File: src/rtl/irq_dispatch.sv
// irq_dispatch: interrupt controller (IF/IE/IME, EI delay, HALT wake) and 5-M-cycle dispatch sequencer
// Ports: clk, rst (sync, active-low); irq_in rising edges set IF; if_wr_en/ie_wr_en/wr_data MMIO writes;
//   ei/di/reti retire strobes; boundary = CPU at FETCH; halt_req HALT retire; ack/step CPU handshakes.
//   Outputs: if_q, ie_q, ime, irq_req, irq_vector (valid with jump_pc), push_hi/push_lo/jump_pc strobes,
//   halted, halt_bug.
// Optional: define IRQ_HALT_BUG_EN to pulse halt_bug on HALT with ime==0 and a pending interrupt.
module irq_dispatch #(
  parameter int          N_SRC      = 5,
  parameter logic [15:0] VEC_BASE   = 16'h0040,
  parameter int          VEC_STRIDE = 8,
  parameter int          EI_DELAY   = 1
) (
  input  logic             clk,
  input  logic             rst,
  input  logic [N_SRC-1:0] irq_in,
  input  logic             if_wr_en,
  input  logic             ie_wr_en,
  input  logic [N_SRC-1:0] wr_data,
  input  logic             ei,
  input  logic             di,
  input  logic             reti,
  input  logic             boundary,
  input  logic             halt_req,
  input  logic             ack,
  input  logic             step,
  output logic [N_SRC-1:0] if_q,
  output logic [N_SRC-1:0] ie_q,
  output logic             ime,
  output logic             irq_req,
  output logic [15:0]      irq_vector,
  output logic             push_hi,
  output logic             push_lo,
  output logic             jump_pc,
  output logic             halted,
  output logic             halt_bug
);
  typedef enum logic [2:0] {IDLE, REQ, D_WAIT1, D_WAIT2, D_PUSHH, D_PUSHL, D_JUMP, HALT} state_t;
  state_t st;
  logic [N_SRC-1:0] prev, pend, rise, clr;
  logic [15:0] idx, vec;
  logic [7:0] cnt;
  logic armed, any, take;
  assign pend = if_q & ie_q;
  assign any = |pend;
  assign rise = irq_in & ~prev;
  assign take = (st == REQ) && ack;
  // lowest set bit wins: scan downwards so the last hit is the lowest index
  always_comb begin
    idx = '0;
    for (int i = N_SRC - 1; i >= 0; i--) idx = pend[i] ? 16'(i) : idx;
  end
  assign vec = VEC_BASE + idx * 16'(VEC_STRIDE);
  assign clr = (take && any) ? (N_SRC'(1) << idx) : '0;
  // hardware edges are OR-ed after the software write so a set beats a same-cycle clear
  always_ff @(posedge clk) begin
    if (!rst) begin
      if_q <= '0;
      ie_q <= '0;
      prev <= '0;
    end else begin
      if_q <= ((if_wr_en ? wr_data : if_q) | rise) & ~clr;
      ie_q <= ie_wr_en ? wr_data : ie_q;
      prev <= irq_in;
    end
  end
  // di dominates everything; the ack of a dispatch clears ime ahead of reti/ei
  always_ff @(posedge clk) begin
    if (!rst) begin
      ime <= 1'b0;
      armed <= 1'b0;
      cnt <= '0;
    end else if (di) begin
      ime <= 1'b0;
      armed <= 1'b0;
    end else if (take) begin
      ime <= 1'b0;
    end else if (reti) begin
      ime <= 1'b1;
      armed <= 1'b0;
    end else if (ei) begin
      if (EI_DELAY == 0) ime <= 1'b1;
      else begin
        armed <= 1'b1;
        cnt <= 8'(EI_DELAY);
      end
    end else if (armed && boundary) begin
      if (cnt == 8'd1) begin
        ime <= 1'b1;
        armed <= 1'b0;
      end else cnt <= cnt - 8'd1;
    end
  end
  always_ff @(posedge clk) begin
    if (!rst) begin
      st <= IDLE;
      irq_req <= 1'b0;
      irq_vector <= '0;
      push_hi <= 1'b0;
      push_lo <= 1'b0;
      jump_pc <= 1'b0;
      halted <= 1'b0;
      halt_bug <= 1'b0;
    end else begin
      push_hi <= 1'b0;
      push_lo <= 1'b0;
      jump_pc <= 1'b0;
      halt_bug <= 1'b0;
      case (st)
        IDLE:
          if (halt_req) begin
            if (!any) begin
              st <= HALT;
              halted <= 1'b1;
            end else if (ime) begin
              st <= REQ;
              irq_req <= 1'b1;
            end
`ifdef IRQ_HALT_BUG_EN
            else halt_bug <= 1'b1;
`else
            else halt_bug <= 1'b0;
`endif
          end else if (ime && any && boundary) begin
            st <= REQ;
            irq_req <= 1'b1;
          end
        REQ:
          if (ack) begin
            irq_req <= 1'b0;
            irq_vector <= any ? vec : 16'h0000;
            st <= D_WAIT1;
          end
        D_WAIT1: st <= step ? D_WAIT2 : D_WAIT1;
        D_WAIT2:
          if (step) begin
            st <= D_PUSHH;
            push_hi <= 1'b1;
          end
        D_PUSHH:
          if (step) begin
            st <= D_PUSHL;
            push_lo <= 1'b1;
          end
        D_PUSHL:
          if (step) begin
            st <= D_JUMP;
            jump_pc <= 1'b1;
          end
        D_JUMP: st <= IDLE;
        HALT:
          if (any) begin
            halted <= 1'b0;
            irq_req <= ime;
            st <= ime ? REQ : IDLE;
          end
        default: st <= IDLE;
      endcase
    end
  end
endmodule

File: config.mk
export PLATFORM = sky130hd
export DESIGN_NAME = irq_dispatch
export DESIGN_NICKNAME = d
export VERILOG_FILES = /design/src/rtl/irq_dispatch.sv
export SDC_FILE = /design/constraint.sdc
export NUM_CORES = 1
export LEC_CHECK = 0
export BUFFER_PORTS_ARGS = -buffer_cell sky130_fd_sc_hd__buf_2
export CAP_MARGIN = 15
export CORE_AREA = 2 2 68 77
export DETAILED_ROUTE_END_ITERATION = 10
export DIE_AREA = 0 0 70 79
export PLACE_DENSITY = 0.65
export SLEW_MARGIN = 20
export SYNTH_ARGS = -nofsm -noshare
export SYNTH_HDL_FRONTEND = slang
export SYNTH_SLANG_ARGS = --single-unit
export TNS_END_PERCENT = 100
File: constraint.sdc
create_clock -name clk -period 1.6 [get_ports clk]
set_input_delay 0.32 -clock clk [delete_from_list [all_inputs] [get_ports clk]]
set_output_delay 0.32 -clock clk [all_outputs]
set_load 0.05 [all_outputs]
# After elaboration in Yosys (flattened, before gate mapping)
# Cells that the tools add are included.
# Widths: inputs -> output; s select.
[classes] add_sub_neg=2 multipliers=0 div_mod_pow=0 order_cmp=0 n_eq_ne=21 shifts=1 n_mux=43 bitwise_logic=10 n_reduce_logical=26
[op_table] cell="$mux 3" count=14
[op_table] cell="$mux 8" count=4
[op_table] cell="$pmux 3 s8" count=1
[op_table] cell="$mux 1" count=20
[op_table] cell="$ne 2x2->1 const B" count=8
[op_table] cell="$and 5x5->5" count=3
[op_table] cell="$eq 3x3->1 const B" count=4
[op_table] cell="$mux 5" count=2
[op_table] cell="$not 5->5" count=2
[op_table] cell="$ne 3x3->1 const B" count=3
[op_table] cell="$reduce_bool 3->1" count=3
[op_table] cell="$add 7x6->8 const A" count=1
[op_table] cell="$eq 8x1->1 const B" count=1
[op_table] cell="$reduce_and 2->1" count=4
[op_table] cell="$reduce_bool 2->1" count=4
[op_table] cell="$sub 8x1->8 const B" count=1
[op_table] cell="$reduce_and 7->1" count=1
[op_table] cell="$eq 3x2->1 const B" count=2
[op_table] cell="$reduce_and 3->1" count=2
[op_table] cell="$reduce_and 6->1" count=1
[op_table] cell="$logic_and 1x1->1" count=5
[op_table] cell="$or 5x5->5" count=1
[op_table] cell="$reduce_and 5->1" count=1
[op_table] cell="$reduce_or 5->1" count=1
[op_table] cell="11 further kinds" count=14
[totals] ff_bits=49 latch_bits=0 mem_bits_rw=0 mem_bits_ro=0 output_inout_bits=33 wordCells=116 mem_count=0

# Logic depth before layout (Yosys ltp)
[depth] word_depth=10 depth_mapped=6 mapped_depth_nobuf=6

# Worst setup path after synthesis
# Ideal clock, no wire load.
[synth_path] kind="register -> register" from="reg ie_q[1]" to="reg st[1]" setup_ns=0.091 arrival_ns=1.785 t_required_ns=1.509 path_slack_ns=-0.276 stages_incl_launch_ff=7 path_buffers=1 period_less_slack_ns=1.876 path_cell_list="dfxtp_1 a22oi_1 and3_1 buf_2 a221oi_2 a21oi_1 a311oi_1"
[synth_between] elab_chain_cells=6 elab_cells_between_ends=11
[synth_lines] element="start: declaration" line_no="27" text="output logic [N_SRC-1:0] ie_q,"
[synth_lines] element="start signal: assignment" line_no="62" text="ie_q <= ie_wr_en ? wr_data : ie_q;"
[synth_lines] element="$and 5x5->5 *" line_no="43" text="assign pend = if_q & ie_q;"
[synth_lines] element="$reduce_or 5->1 *" line_no="44" text="assign any = |pend;"
[synth_lines] element="$logic_and 1x1->1 (2 in series)" line_no="123" text="end else if (ime && any && boundary) begin"
[synth_lines] element="$ne 3x3->1 (no line)"
[synth_lines] element="$reduce_and 7->1 (no line)"
[synth_lines] element="end signal: assignment" line_no="133" text="D_WAIT1: st <= step ? D_WAIT2 : D_WAIT1;"
[synth_lines] element="end signal: assignment" line_no="154" text="st <= ime ? REQ : IDLE;"
[synth_lines] element="end: declaration" line_no="38" text="state_t st;"
# Mark *: on every way between the ends. The rest lies on a longest branch, timed or not.
# A chain may end at the register's enable or synchronous reset.

# Worst setup path in the final report
[layout_path] from="reg st[0]" to="reg cnt[4]"
[layout_between] elab_chain_cells=4
[layout_lines] element="$eq 3x1->1" line_no="46" text="assign take = (st == REQ) && ack;"
[layout_lines] element="$logic_and 1x1->1" line_no="46"
[layout_lines] element="$not 1->1 (no line)"
[layout_lines] element="$reduce_and 5->1 (no line)"
[layout_lines] element="end signal: assignment" line_no="84" text="cnt <= 8'(EI_DELAY);"
[layout_lines] element="end signal: assignment" line_no="90" text="end else cnt <= cnt - 8'd1;"
[layout_lines] element="end: declaration" line_no="41" text="logic [7:0] cnt;"
# Every way passes these cells.

==> results.yml <==
run:
  timing.max_cap.violations: 0
placement:
  port_buffers: 40
  gp_congestion: 0.832
  place_area_um2: 2270
  pre_cts_ws_ns: -0.0504
  post-place-cells: 325
  place_hpwl_um: 3380
clocking:
  clock_buffer_count_from_cts: 5
  cts.hold.buffers_added: 0
  ctsRootBufferMaster: "clkbuf_8"
  tritoncts_num_sinks: 37
  cts_max_level: 2
  insertion_delay_to_the_later_sink_of_the_worst_skew_pair_ns: 0.30
  worst_setup_hold_path_clk_slew_ns: 0.09
  tritoncts_clock_tree: "built"
  ctsLongestPathBuffers: 2
floorplan:
  die-area_um2: 5530
  placement_rows: 27
  fp.coreArea_um2: 4800
  die_height_um: 79
  die_width_um: 70
  initial_utilization: 0.387
  boundaryPins: 54
timing:
  hold_viol_final: 0
  final_period_utilization: 0.969
  timing.final.max_slew_violations: 0
  final_setup_fails: 0
  post-route-min-period_ns: 1.55
  postLayoutSetupSlackWorst_ns: 0.0498
  final.setup_skew_ns: 0.00819
  maximum_clock_frequency_mhz: 645
  rsz0062_at_grt: "yes"
synth:
  synth_async_sr_flop_share: 0
  yosys_register_bits: 37
  netlist_top_cells_count: "dfxtp_1, nor2_1, nand2_1"
  postSynthCellCount: 211
  synth_top_area_frac: 0.399
  synth.cell_area_um2: 1860
  share_of_the_yosys_chip_area_belonging_to_registers: 0.399
  mapped_avg_cell_area_um2: 8.81
  synth_edf_count: 0
  synth_top_cell_by_area: "dfxtp_1"
  ys.warnings.count: 0
  ys_types: 45
  synth_ff_type: "dfxtp_1"
  most_common_cell_in_the_netlist: "dfxtp_1"
  post_synth_main_area_contributors: "dfxtp_1, mux2i_1, buf_4"
worst_setup_path:
  critPathArrivalTime_ns: 1.79
  worst-setup-path-type: "reg2reg"
  timing.critical_path.from_type: "flop"
  r2r-end: "cnt[4]"
  worstPathRequired_ns: 1.84
  worstPathMaxFanout: 6
  critical_path.endpoint_type: "flop"
  r2r_cells: 5
  critical_path.reg2reg.startpoint: "st[0]"
  ff2ff_setup_slack_ns: 0.05
detailed_routing:
  detailroute.wirelength.met2_um: 2260
  met1Wirelength_um: 1880
  dr_total_vias: 1681
  drt-wirelength-per-cell_um: 13.1
  count_of_nets_left_with_antenna_violations_after_detail_routing: 0
  drt-pass1-iter-count: 4
  drt_first_iter_violations: 83
  via_per_inst: 4.99
  drc: 0
  drt-total-wl_um: 4420
  detailroute.wirelength.met3_um: 195
  top_signal_layer_used: "met4"
layout:
  nets: 301
  antenna-diode-count: 0
  finish.cell_count_without_fillers: 337
  number_of_filler_instances_in_the_final_layout: 469
  synthToLayoutAreaGrowth_pct: 30.0
  drive_gt1_frac: 0.369
  layout.cell_area.non_filler_um2: 2410
power:
  vdd.ir_drop.worst_v: 0.000664
  cellPowerDensity_nw_per_um2: 1250
  power.static_leakage_nw: 1.10
outcome:
  outcome: "finished clean"
global_route:
  gr-usage-all-layers: 0.167
  grt_pass1_vias: 1614
  globalRoute.totalOverflow: 0
  initial_antenna_violation_count: 0
  grt_max_degree: 15
  grt_first_pass_wirelength_um: 7170
min_path:
  hold_path.startpoint: "irq_in[4]"
  hold_class: "in2reg"
  holdPathEnd: "prev[4]"
  worst_hold_path.num_cells: 3
==> area by class of cell <==
cell class	instances	area, um2	share of cell area
clock buffer	5	68.8	0.0285
tap	58	72.6	0.0301
multi-input combinational	155	1010	0.419
clock inverter	3	25.0	0.0104
inverter	9	33.8	0.0140
timing repair buffer	70	429	0.178
sequential	37	774	0.321
==> metal layers <==
layer	up-vias	global-route usage
met1	782	0.189
met4	0	0.0635
li1	856	-
met3	6	0.0406
met5	-	0
met2	37	0.301
==> worst max-delay path by stage <==
stage,start,to,depth (start not counted)
6_report,st[0],cnt[4],5
3_3_place_gp,ack,cnt[4],6
4_1_cts,cnt[1],cnt[4],6
5_1_grt,ie_q[2],st[1],5
2_1_floorplan,if_q[2],st[1],6
3_5_place_dp,ack,cnt[4],6
==> through the flow <==
step,power (mW),hold WS [ns],util,TNS [ns]
after floorplan,1.94,0.442,-,0
after global placement,2.27,0.448,0.473,-0.0163
after detailed placement,2.28,0.446,0.473,-0.0530
after CTS,2.99,0.228,0.494,0
after global routing,3.19,0.247,0.503,-0.0674
final,3.01,0.228,0.503,0
==> timing repair <==
item | CTS | global route
buffers inserted | 0 | 4
gates resized for setup | 2 | 5
endpoints found under the setup margin | 3 | 4
pin swaps | 1 | 7
==> logic make-up (layout without fill, tap and decap cells) <==
kind of cell    count (synthesis)  in the layout  synth area share
fa+ha+maj                       2              2            0.0135
flops                          37             37             0.399
xor+xnor                        5              5            0.0236
buf+inv                        31             87            0.0909
compound gates                 43             43             0.172
simple gates                   81             81             0.240
other cells                     1             13           0.00202
mux                            11             11            0.0593
==> registers in the layout, indices dropped and copies added, names as in the netlist <==
signal,flops
prev,5
irq_req,1
push_lo,1
cnt,8
jump_pc,1
armed,1
if_q,5
push_hi,1
st,3
halted,1
ie_q,5
ime,1
irq_vector,4
==> where the power goes <==
group | switching, mW | leakage, nW | internal [mW]
Sequential | 0.0844 | 0.310 | 1.02
Clock | 0.385 | 0.0447 | 0.315
Combinational | 0.722 | 0.746 | 0.483
Total | 1.19 | 1.10 | 1.82
==> critical path: stages (launching register included) <==
cell	delay (ns)
dfxtp_2	0.35
nor4bb_4	0.17
nor3_4	0.29
nand3_2	0.14
or4_1	0.41
a21oi_1	0.14
==> cell usage in the layout (no fill, tap or decap), types with 2 or more instances in the layout <==
cell type / n
a211oi_1: 2
a21oi_1: 13
a22oi_2: 2
a31oi_1: 2
a41oi_1: 2
and2_1: 2
and3_1: 4
buf_2: 40
buf_4: 29
clkbuf_8: 5
conb_1: 13
dfxtp_1: 26
dfxtp_2: 3
dfxtp_4: 8
inv_1: 9
mux2i_1: 11
nand2_1: 17
nand2b_1: 4
nand3_1: 5
nand4_1: 4
nand4b_1: 2
nor2_1: 22
nor3_1: 10
o21ai_0: 9
o311a_1: 3
or3_1: 2
xor2_1: 5
Note: power is estimated with default switching activity, not from simulation.
